--- src/rtl/pipe_fifo_if.sv ---
// Handshake bundle between the issuer/delay-line side and pipe_fifo.
// The slave modport is the buffer; master is the issuer plus consumer.
interface pipe_fifo_if #(
    parameter int BITDATA = 8,
    parameter int DEPTH   = 8
);
    logic                     issue;
    logic                     can_issue;
    logic [BITDATA-1:0]       din;
    logic                     din_vld;
    logic [BITDATA-1:0]       dout;
    logic                     dout_vld;
    logic                     dout_rdy;
    logic [$clog2(DEPTH):0]   count;
    logic [1:0]               err;

    modport master (
        output issue, din, din_vld, dout_rdy,
        input  can_issue, dout, dout_vld, count, err
    );

    modport slave (
        input  issue, din, din_vld, dout_rdy,
        output can_issue, dout, dout_vld, count, err
    );
endinterface

--- src/rtl/pipe_fifo.sv ---
// Credit-managed FWFT elastic buffer behind a fixed-latency delay line.
// Define PIPE_FIFO_ERR_EN to build the sticky err[1:0] detection logic.
module pipe_fifo #(
    parameter int BITDATA = 8,
    parameter int DEPTH   = 8,
    parameter int DELAY   = 0
) (
    input  logic       clk,
    input  logic       rst_n,
    pipe_fifo_if.slave bus
);
    localparam int AW = $clog2(DEPTH);
    localparam int CW = AW + 1;
    localparam int RW = $clog2(DEPTH + 1);
    localparam logic [CW-1:0] CNT_FULL  = CW'(DEPTH);
    localparam logic [RW-1:0] RESV_FULL = RW'(DEPTH);

    generate
        if (DEPTH < 2 || (DEPTH & (DEPTH - 1)) != 0) begin : g_bad_depth
            $error("pipe_fifo: DEPTH must be a power of two >= 2");
        end
        if (DELAY < 0) begin : g_bad_delay
            $error("pipe_fifo: DELAY must be non-negative");
        end
    endgenerate

    logic [BITDATA-1:0] mem_q [DEPTH];
    logic [AW-1:0]      wptr_q, wptr_d;
    logic [AW-1:0]      rptr_q, rptr_d;
    logic [CW-1:0]      count_q, count_d;
    logic [RW-1:0]      resv_q, resv_d;

    logic               dout_vld;
    logic               can_issue;
    logic               pop;
    logic               push;
    logic               full;
    logic               issue_ok;

    // Credit and occupancy are both decoded from flops so can_issue and
    // dout_vld carry no combinational path from the inputs.
    assign dout_vld  = (count_q != '0);
    assign can_issue = (resv_q < RESV_FULL);
    assign full      = (count_q == CNT_FULL);

    always_comb begin
        pop      = dout_vld && bus.dout_rdy;
        push     = bus.din_vld && (!full || pop);
        issue_ok = bus.issue && can_issue;
    end

    always_comb begin
        wptr_d  = wptr_q;
        rptr_d  = rptr_q;
        count_d = count_q;
        if (push) begin
            wptr_d = wptr_q + AW'(1);
        end
        if (pop) begin
            rptr_d = rptr_q + AW'(1);
        end
        if (push && !pop) begin
            count_d = count_q + CW'(1);
        end else if (pop && !push) begin
            count_d = count_q - CW'(1);
        end
    end

    // An issue reserves a slot for a word still inside the delay line; the
    // pop that frees a stored word hands that credit back.
    always_comb begin
        resv_d = resv_q;
        if (issue_ok && !pop) begin
            if (resv_q != RESV_FULL) begin
                resv_d = resv_q + RW'(1);
            end
        end else if (pop && !issue_ok) begin
            if (resv_q != '0) begin
                resv_d = resv_q - RW'(1);
            end
        end
    end

    always_ff @(posedge clk) begin
        if (push) begin
            mem_q[wptr_q] <= bus.din;
        end
    end

    always_ff @(posedge clk or negedge rst_n) begin
        if (!rst_n) begin
            wptr_q  <= '0;
            rptr_q  <= '0;
            count_q <= '0;
            resv_q  <= '0;
        end else begin
            wptr_q  <= wptr_d;
            rptr_q  <= rptr_d;
            count_q <= count_d;
            resv_q  <= resv_d;
        end
    end

`ifdef PIPE_FIFO_ERR_EN
    logic [1:0] err_q, err_d;

    always_comb begin
        err_d = err_q;
        if (bus.issue && !can_issue) begin
            err_d[0] = 1'b1;
        end
        if (bus.din_vld && full && !pop) begin
            err_d[1] = 1'b1;
        end
    end

    always_ff @(posedge clk or negedge rst_n) begin
        if (!rst_n) begin
            err_q <= '0;
        end else begin
            err_q <= err_d;
        end
    end

    assign bus.err = err_q;
`else
    assign bus.err = 2'b00;
`endif

    assign bus.dout      = mem_q[rptr_q];
    assign bus.dout_vld  = dout_vld;
    assign bus.can_issue = can_issue;
    assign bus.count     = count_q;
endmodule

--- src/flat_wrapper.sv ---
// flat-port wrapper written by rule: the top's interface ports become plain ports
module pipe_fifo_flat 
#(
    parameter int BITDATA = 8,
    parameter int DEPTH   = 8,
    parameter int DELAY   = 0
)
  (clk, rst_n, bus_issue, bus_din, bus_din_vld, bus_dout_rdy, bus_can_issue, bus_dout, bus_dout_vld, bus_count, bus_err);
  pipe_fifo_if #(.BITDATA(BITDATA), .DEPTH(DEPTH)) bus_i ();
  input  logic clk;
  input  logic rst_n;
  input wire logic [$bits(bus_i.issue)-1:0] bus_issue;
  input wire logic [$bits(bus_i.din)-1:0] bus_din;
  input wire logic [$bits(bus_i.din_vld)-1:0] bus_din_vld;
  input wire logic [$bits(bus_i.dout_rdy)-1:0] bus_dout_rdy;
  output wire logic [$bits(bus_i.can_issue)-1:0] bus_can_issue;
  output wire logic [$bits(bus_i.dout)-1:0] bus_dout;
  output wire logic [$bits(bus_i.dout_vld)-1:0] bus_dout_vld;
  output wire logic [$bits(bus_i.count)-1:0] bus_count;
  output wire logic [$bits(bus_i.err)-1:0] bus_err;
  assign bus_i.issue = bus_issue;
  assign bus_i.din = bus_din;
  assign bus_i.din_vld = bus_din_vld;
  assign bus_i.dout_rdy = bus_dout_rdy;
  assign bus_can_issue = bus_i.can_issue;
  assign bus_dout = bus_i.dout;
  assign bus_dout_vld = bus_i.dout_vld;
  assign bus_count = bus_i.count;
  assign bus_err = bus_i.err;
  pipe_fifo #(.BITDATA(BITDATA), .DEPTH(DEPTH), .DELAY(DELAY)) u_core (.clk(clk), .rst_n(rst_n), .bus(bus_i));
endmodule
--- config.mk ---
export PLATFORM = sky130hd
export DESIGN_NAME = pipe_fifo_flat
export DESIGN_NICKNAME = d
export VERILOG_FILES = /design/src/rtl/pipe_fifo_if.sv /design/src/rtl/pipe_fifo.sv /design/src/flat_wrapper.sv
export SDC_FILE = /design/constraint.sdc
export NUM_CORES = 1
export LEC_CHECK = 0
export CAP_MARGIN = 20
export CORE_MARGIN = 3
export CORE_UTILIZATION = 25
export CTS_CLUSTER_SIZE = 40
export DETAILED_ROUTE_END_ITERATION = 10
export SKIP_CTS_REPAIR_TIMING = 1
export SLEW_MARGIN = 20
export SYNTH_ARGS = -nofsm -noshare
export SYNTH_HDL_FRONTEND = slang
export SYNTH_SLANG_ARGS = --single-unit
--- constraint.sdc ---
create_clock -name clk -period 3 [get_ports clk]
set_input_delay 0.6 -clock clk [delete_from_list [all_inputs] [get_ports clk]]
set_output_delay 0.6 -clock clk [all_outputs]
set_load 0.02 [all_outputs]
Word-level counts from Yosys, hierarchy flattened --
Memories as Yosys holds them, arrays and structs flattened. Index checks and enable logic that the tools add are counted.
Word-level totals: bits of input ports 13, memories 1, register bits 14, logic and storage cells 41, memory bits (writable) 64, output and inout port bits 16
Memory list:
- u_core.mem_q | words 8, bits a word 8, read ports 1, clocked after memory_dff 0, write ports 1, RTL line pipe_fifo.sv:27 | logic [BITDATA-1:0] mem_q [DEPTH];
Operators by class: reduce and logical (&&, ||, !) cells 18, magnitude comparators 1, equal/unequal tests 3, mux-type cells 8, add/subtract/negate cells 6
Operator list (count):
- two-way mux 4 bit | 6
- adder 4 x 1 -> 4 bit (second input constant) | 2
- nonzero test 4 bit | 2
- subtractor 4 x 1 -> 4 bit (second input constant) | 2
- logical AND 1 bit | 7
- adder 3 x 1 -> 3 bit (second input constant) | 2
- nonzero test 2 bit | 3
- equality test 4 bit (second input constant) | 1
- logical NOT 1 bit | 4
- < comparator 4 bit (second input constant) | 1
- != test 4 bit (second input constant) | 1
- AND reduction 3 bit | 1
- two-way mux 1 bit | 2
- != test 2 bit (second input constant) | 1
- logical OR 1 bit | 1

Longest topological paths before layout --
depth after elaboration 8, depth in mapped cells 10, gate-level depth less buffers 10

Worst setup path before layout --
No wires, ideal clock.
path kind reg-to-reg, from register u_core.count_q[1] (netlist: u_core.bus.count[1]), to register u_core.count_q[3] (netlist: u_core.bus.count[3]), required time 2.864 ns, stages on the path, launching flop included 10, library setup time 0.136 ns, path slack 0.262 ns, arrival 2.602 ns, clock period less this slack 2.738 ns, buffers on the path 0, path through dfrtp_1 > or3_1 > or2_2 > nand2_2 > ha_1 > inv_1 > ha_1 > a21o_1 > a2111oi_0 > o31ai_1
On the way: longest elaborated chain between the ends 7, elaborated cells between the ends (all ways) 15, those cells by class add/sub: 2; eq/ne: 1; mux: 2; reduce/logical: 10
Ends and longest elaborated chain:
- start: declaration | RTL line pipe_fifo.sv:30 | logic [CW-1:0] count_q, count_d;
- start signal: assignment | RTL line pipe_fifo.sv:99 | count_q <= count_d;
- nonzero test 4 bit (*) | RTL line pipe_fifo.sv:42 | assign dout_vld = (count_q != '0);
- via bus_dout_vld | RTL line flat_wrapper.sv:18 | output wire logic [$bits(bus_i.dout_vld)-1:0] bus_dout_vld;
- logical AND 1 bit (*) | RTL line pipe_fifo.sv:47 | pop = dout_vld && bus.dout_rdy;
- logical OR 1 bit | RTL line pipe_fifo.sv:48 | push = bus.din_vld && (!full || pop);
- logical AND 1 bit | RTL line pipe_fifo.sv:48
- logical NOT 1 bit | RTL line pipe_fifo.sv:64 | end else if (pop && !push) begin
- logical AND 1 bit | RTL line pipe_fifo.sv:64
- nonzero test 2 bit (no source line)
Mark *: on every way through the listed nets, which the timed path passes. The rest lies on a longest branch. The select of a mux whose other input is x is not followed. A chain may end at the register's enable or synchronous reset.

Final worst setup path --
from register u_core.rptr_q[0], to output bus_dout[5]
On the way: longest elaborated chain between the ends 1
Ends and longest elaborated chain:
- start: declaration | RTL line pipe_fifo.sv:29 | logic [AW-1:0] rptr_q, rptr_d;
- start signal: assignment | RTL line pipe_fifo.sv:98 | rptr_q <= rptr_d;
- memory read (8 x 8 bit)
- end: declaration | RTL line flat_wrapper.sv:17 | output wire logic [$bits(bus_i.dout)-1:0] bus_dout;
Every way passes these cells.

==> results.json <==
{
  "outcome": "completed",
  "vias_per_cell": 4.28,
  "wirelength_um": 6030,
  "clock_latency_ps": 330,
  "layout-drive-gt1-share_pct": 17.6,
  "antenna_left": 0,
  "synth_cell_types": 33,
  "io_pins": 29,
  "antenna_cells": 0,
  "syn-instance-count": 185,
  "crit_arrival_ps": 2300,
  "power.density_nw_per_um2": 980,
  "yosysWarningCount": 0,
  "rsz0062_at_grt": "false",
  "cts_tree": "yes",
  "cts-buffers-inserted": 9,
  "cts.sinks": 78,
  "synth.most_common_cell": "edfxtp_1",
  "drc": 0,
  "cts_root_buffer": "clkbuf_16",
  "setup_viol": 0,
  "syn_to_final_growth_pct": 24.2,
  "max_freq_ghz": 0.344,
  "grt_use_total_pct": 9.04,
  "antenna_found_initial": 0,
  "hold_viol_final": 0,
  "critPathCaptureType": "primary output",
  "ys_ff_latch": 78,
  "mappedNetlistArea_um2": 3370,
  "cp-start-kind": "register",
  "synth_area_leaders": "edfxtp_1, mux4_1, dfrtp_1, mux2_2, ha_1",
  "grt_pass1_vias": 1815,
  "dp_hpwl_um": 3920,
  "grt-ovfl-total": 0,
  "required_ps": 2400,
  "die_x_um": 122,
  "cts_buffer_depth": 2,
  "critPathKind": "register to primary output",
  "yosysSeqAreaShare_pct": 67.5,
  "dieArea_um2": 14900,
  "fin_crit_sh_pct": 96.8,
  "synth_top_area_share_pct": 57.1,
  "worst_pin_slew_ps": 655,
  "final_nets": 251,
  "whs_ps": 515,
  "slew-limit-headroom_pct": 56.2,
  "leakagePower_nw": 1.54,
  "synth_edf_count": 64,
  "hp-class": "register to register",
  "async_flop_share_pct": 17.9,
  "core_um2": 12900,
  "fin_util_pct": 32.5,
  "io_buffers": 26,
  "place_congestion": 0.721,
  "rows": 41,
  "synth_top_area_cell": "edfxtp_1",
  "fin_crit_ps": 2900,
  "ir_drop_mv": 0.374,
  "slew_viol_final": 0,
  "firstDrtPassIters": 4,
  "clock_skew_ps": 4.38,
  "max_cap_viol_count": 0,
  "grt_start_max_net_pins": 18,
  "path_clk_slew_ps": 60,
  "critPathMaxFanout": 16,
  "vias": 1732,
  "synth_ff_type": "edfxtp_1",
  "h-tree-depth": 3,
  "start_util_pct": 26.1,
  "wl_per_cell_um": 14.9,
  "synth_common_cells": "edfxtp_1, mux4_1, dfrtp_1",
  "drtIter0Drc": 129,
  "avgSynthCellArea_um2": 18.2,
  "die_h_um": 122,
  "grt_pass1_wl_um": 9970
}
## critical path, cell delays in order (launching register included)
cell and delay (ps):
dfrtp_1 430, buf_12 200, mux4_1 550, mux2_2 270
clkdlybuf4s50_1 530
## registers in the layout (all words and copies together), names as in the netlist
register,count
u_core.mem_q,64
u_core.resv_q,4
u_core.rptr_q,3
u_core.wptr_q,3
u_core.bus.count,4
## layout by cell type, fill, tap and decap left out, types with 3 or more instances in the layout
| cell type | synthesis | routed |
|---|---|---|
| mux4_1 | 16 | 16 |
| a21oi_1 | 4 | 4 |
| clkdlybuf4s50_1 | 0 | 19 |
| dfrtp_1 | 14 | 13 |
| nor2_1 | 6 | 6 |
| nand2b_1 | 3 | 3 |
| buf_4 | 2 | 12 |
| clkbuf_16 | 0 | 9 |
| xnor2_1 | 8 | 8 |
| dlymetal6s2s_1 | 0 | 7 |
| nor3_1 | 6 | 6 |
| o21ai_0 | 5 | 5 |
| mux2_2 | 11 | 11 |
| edfxtp_1 | 64 | 64 |
| inv_1 | 4 | 4 |
| ha_1 | 8 | 8 |
| nand2_1 | 11 | 11 |
## kinds of logic after synthesis
logic type / count (synthesis) / synth area share (%)
compound gates: 14 / 2.53
flops: 78 / 67.5
fa+ha+maj: 10 / 4.16
buf+inv: 12 / 2.30
xor+xnor: 9 / 2.34
other cells: 1 / 0.111
simple gates: 33 / 4.57
mux: 28 / 16.5
## metrics by stage
stage	total power (W)	cell area, um2	cells	TNS (ps)	setup WS, ps
3_3_place_gp	0.00317	3890	389	0	158
2_1_floorplan	0.00263	3370	186	0	262
4_1_cts	0.00419	4160	405	-80.0	-27.8
3_5_place_dp	0.00321	3890	389	0	70.4
6_report	0.00410	4180	405	0	96.2
5_1_grt	0.00438	4180	405	0	5.64
## routing by layer
layer | track usage, % | vias to the layer above | wire [um]
li1 | - | 810 | -
met1 | 11.3 | 885 | 2670
met2 | 14.4 | 31 | 3020
met3 | 3.06 | 6 | 249
met4 | 3.78 | 0 | 93
met5 | 0 | - | 0
## path summary, 6_finish.rpt
kind	startpoint	slack [ps]	endpoint	depth (start not counted)
min in group asynchronous	rst_n	680	u_core.resv_q[1]	1
max	u_core.rptr_q[0]	100	bus_dout[5]	4
max in group asynchronous	rst_n	1860	u_core.rptr_q[1]	1
min reg2reg	u_core.wptr_q[0]	520	u_core.wptr_q[0]	1
min	u_core.wptr_q[0]	520	u_core.wptr_q[0]	1
max reg2reg	u_core.bus.count[1]	210	u_core.bus.count[3]	9
## where the power goes
group	switching [W]	total [W]	internal, W
clock network	0.000405	0.000962	0.000556
registers	0.000217	0.00163	0.00141
logic	0.000695	0.00151	0.000814
## cell type report
cell class	instances	area (um2)
Clock buffer	10	229
Timing Repair Buffer	39	388
Tap cell	172	215
Multi-Input combinational cell	96	1020
Fill cell	1240	8700
Inverter	4	15.0
Sequential cell	78	2270
Clock inverter	6	38.8
No activity file was read; power rests on OpenSTA's default activity.
